--- config.mk ---
export PLATFORM = sky130hd
export DESIGN_NAME = dcntl_update_ctrl_flat
export DESIGN_NICKNAME = d
export VERILOG_FILES = /design/src/rtl/dcntl_update_ctrl_if.sv /design/src/rtl/dcntl_update_ctrl.sv /design/src/flat_wrapper.sv
export SDC_FILE = /design/constraint.sdc
export NUM_CORES = 1
export LEC_CHECK = 0
export CAP_MARGIN = 10
export CORE_ASPECT_RATIO = 0.7
export CORE_MARGIN = 3
export CORE_UTILIZATION = 39
export CTS_CLUSTER_DIAMETER = 30
export DETAILED_ROUTE_END_ITERATION = 16
export PLACE_DENSITY_LB_ADDON = 0.1
export SLEW_MARGIN = 10
export SYNTH_ARGS = -nofsm -noshare
export SYNTH_HDL_FRONTEND = slang
export SYNTH_SLANG_ARGS = --single-unit
--- constraint.sdc ---
create_clock -name CLKIB -period 4.74 [get_ports CLKIB]
set_input_delay 0.948 -clock CLKIB [delete_from_list [all_inputs] [get_ports CLKIB]]
set_output_delay 0.948 -clock CLKIB [all_outputs]
set_load 0.02 [all_outputs]
--- src/rtl/dcntl_update_ctrl_if.sv ---
// dcntl_update_ctrl_if
//   DLL delay-code bundle between the DLL side (master) and the update
//   controller (slave).
//   LOCK        DLL lock, asynchronous to CLKIB
//   DCNTL[8:0]  quasi-static delay code from the DLL
//   FREEZE      holds off new update windows
//   UDDCNTL     update-enable back to the DLL
//   DCODE[8:0]  committed code for the slave delay cells
//   DCODE_VALID DCODE committed since the last lock
//   DCODE_CHG   one-cycle pulse when DCODE changes
//   STEP_ERR    one-cycle pulse on slew-rejected commit or sample timeout
interface dcntl_update_ctrl_if;
  logic       LOCK;
  logic [8:0] DCNTL;
  logic       FREEZE;
  logic       UDDCNTL;
  logic [8:0] DCODE;
  logic       DCODE_VALID;
  logic       DCODE_CHG;
  logic       STEP_ERR;

  modport master (
    output LOCK, DCNTL, FREEZE,
    input  UDDCNTL, DCODE, DCODE_VALID, DCODE_CHG, STEP_ERR
  );

  modport slave (
    input  LOCK, DCNTL, FREEZE,
    output UDDCNTL, DCODE, DCODE_VALID, DCODE_CHG, STEP_ERR
  );
endinterface

--- src/rtl/dcntl_update_ctrl.sv ---
// dcntl_update_ctrl
//   Opens periodic UDDCNTL windows toward the DLL, waits for the returned
//   code to settle, requires MATCH_CNT identical synchronized samples and
//   slew-limits the result before committing it to DCODE.
//   CLKIB   reference clock, rising edge
//   resetn  asynchronous active-low reset
//   bus     dcntl_update_ctrl_if.slave (LOCK/DCNTL/FREEZE in, code/status out)
//
// state     | meaning
// ----------+---------------------------------------------------------
// ST_IDLE   | no lock; UDDCNTL low, waits for lock_s
// ST_WAIT   | interval timer between windows, held while FREEZE
// ST_UPDATE | UDDCNTL high for UPD_WIDTH cycles
// ST_SETTLE | 2 cycles to flush the DCNTL synchronizer
// ST_SAMPLE | match identical samples, commit or time out
module dcntl_update_ctrl #(
  parameter int UPD_INTERVAL = 256,
  parameter int UPD_WIDTH    = 4,
  parameter int MATCH_CNT    = 3,
  parameter int SAMPLE_MAX   = 16,
  parameter int MAX_STEP     = 16
) (
  input logic                CLKIB,
  input logic                resetn,
  dcntl_update_ctrl_if.slave bus
);

  localparam int TMR_A   = (UPD_INTERVAL > UPD_WIDTH) ? UPD_INTERVAL : UPD_WIDTH;
  localparam int TMR_MAX = (TMR_A > SAMPLE_MAX) ? TMR_A : SAMPLE_MAX;
  localparam int TW      = $clog2(TMR_MAX);
  localparam int MW      = $clog2(MATCH_CNT + 1);

  typedef enum logic [2:0] {
    ST_IDLE, ST_WAIT, ST_UPDATE, ST_SETTLE, ST_SAMPLE
  } state_t;

  state_t        r_state;
  logic          r_lock_m, r_lock_s;
  logic [8:0]    r_dc_m, r_dc_s;
  logic [TW-1:0] r_tmr;
  logic [MW-1:0] r_match;
  logic [8:0]    r_prev;
  logic          r_prev_vld;
  logic          r_ud;
  logic [8:0]    r_dcode;
  logic          r_valid;
  logic          r_chg;
  logic          r_err;

  logic [MW-1:0] w_match_nxt;
  logic [9:0]    w_diff;
  logic          w_step_ok;
  logic          w_tmr_tc;

  always_ff @(posedge CLKIB or negedge resetn) begin
    if (!resetn) begin
      r_lock_m <= 1'b0;
      r_lock_s <= 1'b0;
      r_dc_m   <= '0;
      r_dc_s   <= '0;
    end else begin
      r_lock_m <= bus.LOCK;
      r_lock_s <= r_lock_m;
      r_dc_m   <= bus.DCNTL;
      r_dc_s   <= r_dc_m;
    end
  end

  always_comb begin
    w_match_nxt = (r_prev_vld && (r_dc_s == r_prev)) ? r_match + MW'(1) : MW'(1);
    // Magnitude on 10 bits so the subtraction never wraps.
    w_diff = ({1'b0, r_dc_s} >= {1'b0, r_dcode}) ? ({1'b0, r_dc_s} - {1'b0, r_dcode})
                                                 : ({1'b0, r_dcode} - {1'b0, r_dc_s});
    w_step_ok = !r_valid || (w_diff <= 10'(MAX_STEP));
    w_tmr_tc  = (r_tmr == '0);
  end

  always_ff @(posedge CLKIB or negedge resetn) begin
    if (!resetn) begin
      r_state    <= ST_IDLE;
      r_tmr      <= '0;
      r_match    <= '0;
      r_prev     <= '0;
      r_prev_vld <= 1'b0;
      r_ud       <= 1'b0;
      r_dcode    <= '0;
      r_valid    <= 1'b0;
      r_chg      <= 1'b0;
      r_err      <= 1'b0;
    end else begin
      r_chg <= 1'b0;
      r_err <= 1'b0;
      // Lock loss overrides everything; DCODE is kept for the slave cells.
      if ((r_state != ST_IDLE) && !r_lock_s) begin
        r_state <= ST_IDLE;
        r_ud    <= 1'b0;
        r_valid <= 1'b0;
      end else begin
        case (r_state)
          ST_IDLE: begin
            if (r_lock_s) begin
              r_state <= ST_UPDATE;
              r_ud    <= 1'b1;
              r_tmr   <= TW'(UPD_WIDTH - 1);
            end
          end
          ST_WAIT: begin
            if (!bus.FREEZE) begin
              if (w_tmr_tc) begin
                r_state <= ST_UPDATE;
                r_ud    <= 1'b1;
                r_tmr   <= TW'(UPD_WIDTH - 1);
              end else begin
                r_tmr <= r_tmr - TW'(1);
              end
            end
          end
          ST_UPDATE: begin
            if (w_tmr_tc) begin
              r_state    <= ST_SETTLE;
              r_ud       <= 1'b0;
              r_tmr      <= TW'(1);
              r_prev_vld <= 1'b0;
            end else begin
              r_tmr <= r_tmr - TW'(1);
            end
          end
          ST_SETTLE: begin
            r_prev_vld <= 1'b0;
            if (w_tmr_tc) begin
              r_state <= ST_SAMPLE;
              r_tmr   <= TW'(SAMPLE_MAX - 1);
              r_match <= '0;
            end else begin
              r_tmr <= r_tmr - TW'(1);
            end
          end
          ST_SAMPLE: begin
            r_match    <= w_match_nxt;
            r_prev     <= r_dc_s;
            r_prev_vld <= 1'b1;
            // Timeout wins over a commit landing on the last sample cycle.
            if (w_tmr_tc) begin
              r_err   <= 1'b1;
              r_state <= ST_WAIT;
              r_tmr   <= TW'(UPD_INTERVAL - 1);
            end else if (w_match_nxt == MW'(MATCH_CNT)) begin
              if (w_step_ok) begin
                r_dcode <= r_dc_s;
                r_valid <= 1'b1;
                r_chg   <= (r_dc_s != r_dcode);
              end else begin
                r_err <= 1'b1;
              end
              r_state <= ST_WAIT;
              r_tmr   <= TW'(UPD_INTERVAL - 1);
            end else begin
              r_tmr <= r_tmr - TW'(1);
            end
          end
          default: r_state <= ST_IDLE;
        endcase
      end
    end
  end

  assign bus.UDDCNTL     = r_ud;
  assign bus.DCODE       = r_dcode;
  assign bus.DCODE_VALID = r_valid;
  assign bus.DCODE_CHG   = r_chg;
  assign bus.STEP_ERR    = r_err;

endmodule

--- src/flat_wrapper.sv ---
// flat-port wrapper written by rule: the top's interface ports become plain ports
module dcntl_update_ctrl_flat 
#(
  parameter int UPD_INTERVAL = 256,
  parameter int UPD_WIDTH    = 4,
  parameter int MATCH_CNT    = 3,
  parameter int SAMPLE_MAX   = 16,
  parameter int MAX_STEP     = 16
)
  (CLKIB, resetn, bus_LOCK, bus_DCNTL, bus_FREEZE, bus_UDDCNTL, bus_DCODE, bus_DCODE_VALID, bus_DCODE_CHG, bus_STEP_ERR);
  dcntl_update_ctrl_if bus_i ();
  input logic CLKIB;
  input logic resetn;
  input wire logic [$bits(bus_i.LOCK)-1:0] bus_LOCK;
  input wire logic [$bits(bus_i.DCNTL)-1:0] bus_DCNTL;
  input wire logic [$bits(bus_i.FREEZE)-1:0] bus_FREEZE;
  output wire logic [$bits(bus_i.UDDCNTL)-1:0] bus_UDDCNTL;
  output wire logic [$bits(bus_i.DCODE)-1:0] bus_DCODE;
  output wire logic [$bits(bus_i.DCODE_VALID)-1:0] bus_DCODE_VALID;
  output wire logic [$bits(bus_i.DCODE_CHG)-1:0] bus_DCODE_CHG;
  output wire logic [$bits(bus_i.STEP_ERR)-1:0] bus_STEP_ERR;
  assign bus_i.LOCK = bus_LOCK;
  assign bus_i.DCNTL = bus_DCNTL;
  assign bus_i.FREEZE = bus_FREEZE;
  assign bus_UDDCNTL = bus_i.UDDCNTL;
  assign bus_DCODE = bus_i.DCODE;
  assign bus_DCODE_VALID = bus_i.DCODE_VALID;
  assign bus_DCODE_CHG = bus_i.DCODE_CHG;
  assign bus_STEP_ERR = bus_i.STEP_ERR;
  dcntl_update_ctrl #(.UPD_INTERVAL(UPD_INTERVAL), .UPD_WIDTH(UPD_WIDTH), .MATCH_CNT(MATCH_CNT), .SAMPLE_MAX(SAMPLE_MAX), .MAX_STEP(MAX_STEP)) u_core (.CLKIB(CLKIB), .resetn(resetn), .bus(bus_i));
endmodule
# After elaboration in Yosys (flattened, before gate mapping)
# Cells that the tools add are included.
# totals
wordCells,106
output_inout_bits,13
ff_bits,56
inputBits,13
# op_classes
order_cmp,2
n_addsub,4
bitwise,2
n_eq_ne,18
muxes,43
reduce_logical,23
# ops
cell,count
8-bit 2-to-1 mux,7
8-bit case mux with 5 select lines,1
3-bit 2-to-1 mux,8
1-bit 2-to-1 mux,20
9-bit by 9-bit subtractor with 10-bit output,2
3-bit case mux with 5 select lines,1
"3-bit by 1-bit inequality test with 1-bit output, second input constant",4
"10-bit by 5-bit <= comparator with 1-bit output, second input constant",1
10-bit 2-to-1 mux,1
5-bit AND reduction,2
9-bit equality test,1
9-bit >= comparator,1
9-bit inequality test,1
8-bit zero test,1
4-bit AND reduction,2
2-bit nonzero test,4
"8-bit by 1-bit subtractor with 8-bit output, second input constant",1
"3-bit by 2-bit equality test with 1-bit output, second input constant",2
"2-bit by 1-bit inequality test with 1-bit output, second input constant",3
1-bit case mux with 3 select lines,2
3-bit AND reduction,2
6-bit AND reduction,1
3-bit nonzero test,2
5-bit nonzero test,1
16 further kinds,21

# Depth between registers and ports, before layout
# depth
depth_word,9
mapped_depth,12
mapped_depth_nobuf,10

# Worst setup path before layout
# Ideal clock, no wire load.
# synth_path
path_kind,reg2reg
start,register u_core.r_dcode[3] (netlist: u_core.bus.DCODE[3])
end,register u_core.r_dcode[0] (netlist: u_core.bus.DCODE[0])
stages_incl_launch_ff,13
required_ns,4.661
setup_time_ns,0.079
n_path_buf,2
synth_period_minus_slack_ns,2.705
arrival_ns,2.626
slack_ns,2.035
cell_sequence,dfrtp_1 inv_1 ha_1 buf_6 a21o_1 nand2_4 a311oi_2 or3_1 a2111oi_2 o21ai_2 a21oi_2 buf_6 mux2i_1
# synth_between
elab_chain_cells,5
elab_cells_between_ends,7
cone_classes,2 x add/sub; 2 x order compare; 1 x mux; 2 x reduce/logical
# synth_rtl
item,line,source
"start, declared",dcntl_update_ctrl.sv:45,logic [8:0] r_dcode;
"start signal, assigned",dcntl_update_ctrl.sv:149,r_dcode <= r_dc_s;
9-bit by 9-bit subtractor with 10-bit output (tied with other cells),dcntl_update_ctrl.sv:73,": ({1'b0, r_dcode} - {1'b0, r_dc_s});"
10-bit 2-to-1 mux *,dcntl_update_ctrl.sv:72,"w_diff = ({1'b0, r_dc_s} >= {1'b0, r_dcode}) ? ({1'b0, r_dc_s} - {1'b0, r_dcode})"
10-bit by 5-bit <= comparator with 1-bit output *,dcntl_update_ctrl.sv:74,w_step_ok = !r_valid || (w_diff <= 10'(MAX_STEP));
1-bit logical OR *,dcntl_update_ctrl.sv:74,
5-bit AND reduction (no line) *,--,
# Mark *: on every way between the ends. The rest lies on a longest branch, timed or not.
# A chain may end at the register's enable or synchronous reset.

# Final worst setup path
# layout_path
start,register u_core.r_dc_s[4]
end,register u_core.r_dcode[7] (netlist: u_core.bus.DCODE[7])
# layout_between
elab_chain_cells,5
elab_cells_between_ends,11
cone_classes,2 x add/sub; 2 x order compare; 2 x eq/ne; 2 x mux; 3 x reduce/logical
# layout_rtl
item,line,source
"start, declared",dcntl_update_ctrl.sv:39,"logic [8:0] r_dc_m, r_dc_s;"
"start signal, assigned",dcntl_update_ctrl.sv:65,r_dc_s <= r_dc_m;
9-bit by 9-bit subtractor with 10-bit output (tied with other cells),dcntl_update_ctrl.sv:73,
10-bit 2-to-1 mux or 1-bit logical AND (tied branches),"dcntl_update_ctrl.sv:72, dcntl_update_ctrl.sv:70",
10-bit by 5-bit <= comparator with 1-bit output or 2-bit 2-to-1 mux (tied branches),"dcntl_update_ctrl.sv:74, dcntl_update_ctrl.sv:70",
1-bit logical OR or 2-bit equality test (tied branches),"dcntl_update_ctrl.sv:74, dcntl_update_ctrl.sv:147",
5-bit AND reduction (no line) *,--,
# Marks and branches as above.

==> impl_metrics.toml <==
[status]
outcome = "completed"

[grt]
grt_overflow = 0
grt_antenna_before_repair = 0
grt_pass1_vias = 2450
grt_max_degree = 57
grt_pass1_wl_um = 13040
track_usage_pct = 16.40

[synthesis]
synth_edf_count = 0
synthesis.nets = 394
synth_async_sr_flop_share_pct = 100.0
synth_top_area_share_pct = 41.16
syn_area_um2 = 3405
yosysUniqueCellTypes = 58
yosysSeqAreaShare_pct = 41.16
syn_area_per_cell_um2 = 9.431
synth_flop_cell = "dfrtp_1"
synth_seq_cells = 56
synth_cells = 361
ys.warnings.count = 0
synth.area.top_cells = "dfrtp_1 (41%), ha_1 (7.4%), a21oi_1 (4.4%)"
synth_top_cell_by_area = "dfrtp_1"

[cells_and_area]
diodes = 0
final_cell_mix = "dfrtp_1 (56), inv_1 (32), a21oi_1 (30)"
syn_to_final_growth_pct = 14.33
final_common_cell = "dfrtp_1"
final_util_pct = 47.61
fill_cells = 787
nNetsFinal = 416
drive_gt1_share_pct = 9.635

[pwr]
p_sw_uw = 554.3
p_leak_uw = 0.001668
ir_drop_mv = 0.1723
sw_frac_of_total_pct = 36.60
clock_power_share_pct = 25.1
sequentialPowerShare_pct = 41.9
intPower_uw = 960.3
pwr-share-comb_pct = 33.0
pwr_density_cell_nw_per_um2 = 389.1

[critical_path]
critPathMaxFanout = 12
cpMaxStageDelayCell = "a21oi_2"
cp.buffers_inverters = 1
crit_chain = "ha_1 > inv_1 > a211o_4 > a311oi_2 > o21ai_0 > a2111oi_2 > o21ai_2 > a21oi_2 > mux2i_1"
cpLargestDelayFamily = "compound AO/OA/AOI/OAI gates"
end_kind = "flop"
critPathKind = "reg2reg"
path_depth = 9
r2r_start = "u_core.r_dc_s[4]"
crit_arrival_ps = 3540
r2r-end = "u_core.bus.DCODE[7]"
max_stage_delay_ps = 620
crit_path_start = "u_core.r_dc_s[4]"
cp-endpoint = "u_core.bus.DCODE[7]"
ff2ff_setup_slack_ps = 1430
required_ps = 4970
start_kind = "flop"
rr_worst_depth = 9

[place]
place.gp.congestion = 0.8719
portBuffers = 25
dpl.hpwl_um = 5829

[sta]
slew_headroom_pct = 48.39
fin_crit_sh_pct = 69.83
rsz0062_at_grt = "false"
tightest_slew_ps = 767.1
fmaxAchievable_mhz = 302.1
finalHoldViolCount = 0
period_minus_slack_ps = 3310
slew_violations = 0
clock_skew_ps = 11.16
setup_tns_ps = 0
finalSetupViolCount = 0

[die]
pin_count = 26
dieWidth_um = 117.7
dieHeight_um = 84.17
fp.dieArea_um2 = 9904
row_count = 27
start_util_pct = 41.64
core_um2 = 8175

[routing]
vias = 2681
firstDrtPassIters = 5
wl_um = 7784
antenna_left = 0
drt-initial-drc-count = 222
routedWlPerCell_um = 15.57
routed_via_density = 5.362
route.detailed.drc = 0

[clocking]
cts_tree = "done"
clock_sinks = 56
numCtsBuffers = 5
clock_latency_ps = 300
cts_hold_buf = 0
cts_resized = 0
cts_htree_levels = 2
clockBufferDepth = 2
clk_pin_slew_worst_paths_ps = 80
postCtsSetupBuffers = 0
root_buffer = "clkbuf_16"

[hold_path]
hp-class = "reg2reg"

[job]
maxCapViolCount = 0
[power by group through the flow]
| stage | sequential [µW] | clock, µW | combinational [µW] |
|---|---|---|---|
| 6_report | 635 | 380 | 499 |
| 5_1_grt | 650 | 410 | 565 |
| 4_1_cts | 633 | 392 | 495 |
| 3_5_place_dp | 642 | 0 | 492 |
| 3_3_place_gp | 639 | 0 | 495 |
| 2_1_floorplan | 610 | 0 | 390 |
[through the flow]
stage,instance area [µm²],power [µW],instances,worst slack (ps),hold WS (ps)
after global placement,3746,1134,492,1494,332.0
after global routing,3892,1625,500,1187,355.1
final,3892,1515,500,1430,339.7
after floorplan,3405,1000,361,2035,331.2
after CTS,3892,1519,500,1438,345.4
after detailed placement,3746,1134,492,1439,334.7
[how the worst min path moves through the flow]
stage | from | to | depth (start not counted)
after floorplan | u_core.r_dc_m[0] | u_core.r_dc_s[0] | 0
after global placement | u_core.r_dc_m[3] | u_core.r_dc_s[3] | 0
after detailed placement | u_core.r_lock_m | u_core.r_lock_s | 0
after CTS | u_core.r_dc_m[3] | u_core.r_dc_s[3] | 0
after global routing | u_core.r_dc_m[3] | u_core.r_dc_s[3] | 0
final | u_core.r_dc_m[3] | u_core.r_dc_s[3] | 0
[registers in the layout, indices dropped and copies added (netlist names)]
signal,count
u_core.bus.DCODE,9
u_core.bus.UDDCNTL,1
u_core.r_state,3
u_core.r_tmr,8
u_core.bus.DCODE_CHG,1
u_core.r_match,2
u_core.r_dc_m,9
u_core.r_dc_s,9
u_core.r_lock_m,1
u_core.r_prev_vld,1
u_core.bus.STEP_ERR,1
u_core.r_prev,9
u_core.bus.DCODE_VALID,1
u_core.r_lock_s,1
[area by class of cell]
cell class                 instances  area [µm²]  share of cell area, %
multi-input combinational        258        1800                  46.26
sequential                        56        1401                  36.00
timing repair buffer              29       275.3                  7.072
tap                              116       145.1                  3.729
clock buffer                       5       125.1                  3.214
inverter                          33       123.9                  3.182
clock inverter                     3       21.27                 0.5464
[layer usage]
layer / global-route usage [%] / share of wire, % / wire, µm
met1: 27.89 / 57 / 4424
met2: 20.23 / 36 / 2782
met3: 3.232 / 6.3 / 494
met4: 4.255 / 1.1 / 83
met5: 0 / 0 / 0
[cells in the mapped netlist (2+ instances only)]
| master | instances |
|---|---|
| o211ai_1 | 2 |
| nand4_1 | 6 |
| mux2i_1 | 10 |
| a21oi_2 | 2 |
| nand2b_1 | 4 |
| a21oi_1 | 30 |
| nor2_1 | 24 |
| o21a_1 | 3 |
| o22ai_1 | 2 |
| nor2b_1 | 2 |
| a21o_1 | 6 |
| nor4_1 | 5 |
| a31oi_1 | 9 |
| nor4_2 | 2 |
| buf_6 | 3 |
| inv_1 | 32 |
| a22o_1 | 2 |
| o32ai_1 | 2 |
| nand2_4 | 2 |
| ha_1 | 20 |
| o31ai_1 | 2 |
| nand2_1 | 22 |
| or3_1 | 3 |
| o21ai_0 | 23 |
| o31a_1 | 2 |
| buf_2 | 3 |
| mux2_2 | 10 |
| o21ai_1 | 2 |
| clkbuf_1 | 8 |
| xor2_1 | 4 |
| nand3_1 | 7 |
| o2111ai_1 | 2 |
| nor3_1 | 11 |
| dfrtp_1 | 56 |
| a211oi_1 | 3 |
| xnor2_1 | 13 |
[cell families after synthesis]
family | share of synthesized area, %
compound gates | 20.25
xor+xnor | 4.373
fa+ha+maj | 7.350
buf+inv | 5.954
flops | 41.16
mux | 6.248
simple gates | 14.66
No activity file was read; power rests on OpenSTA's default activity.
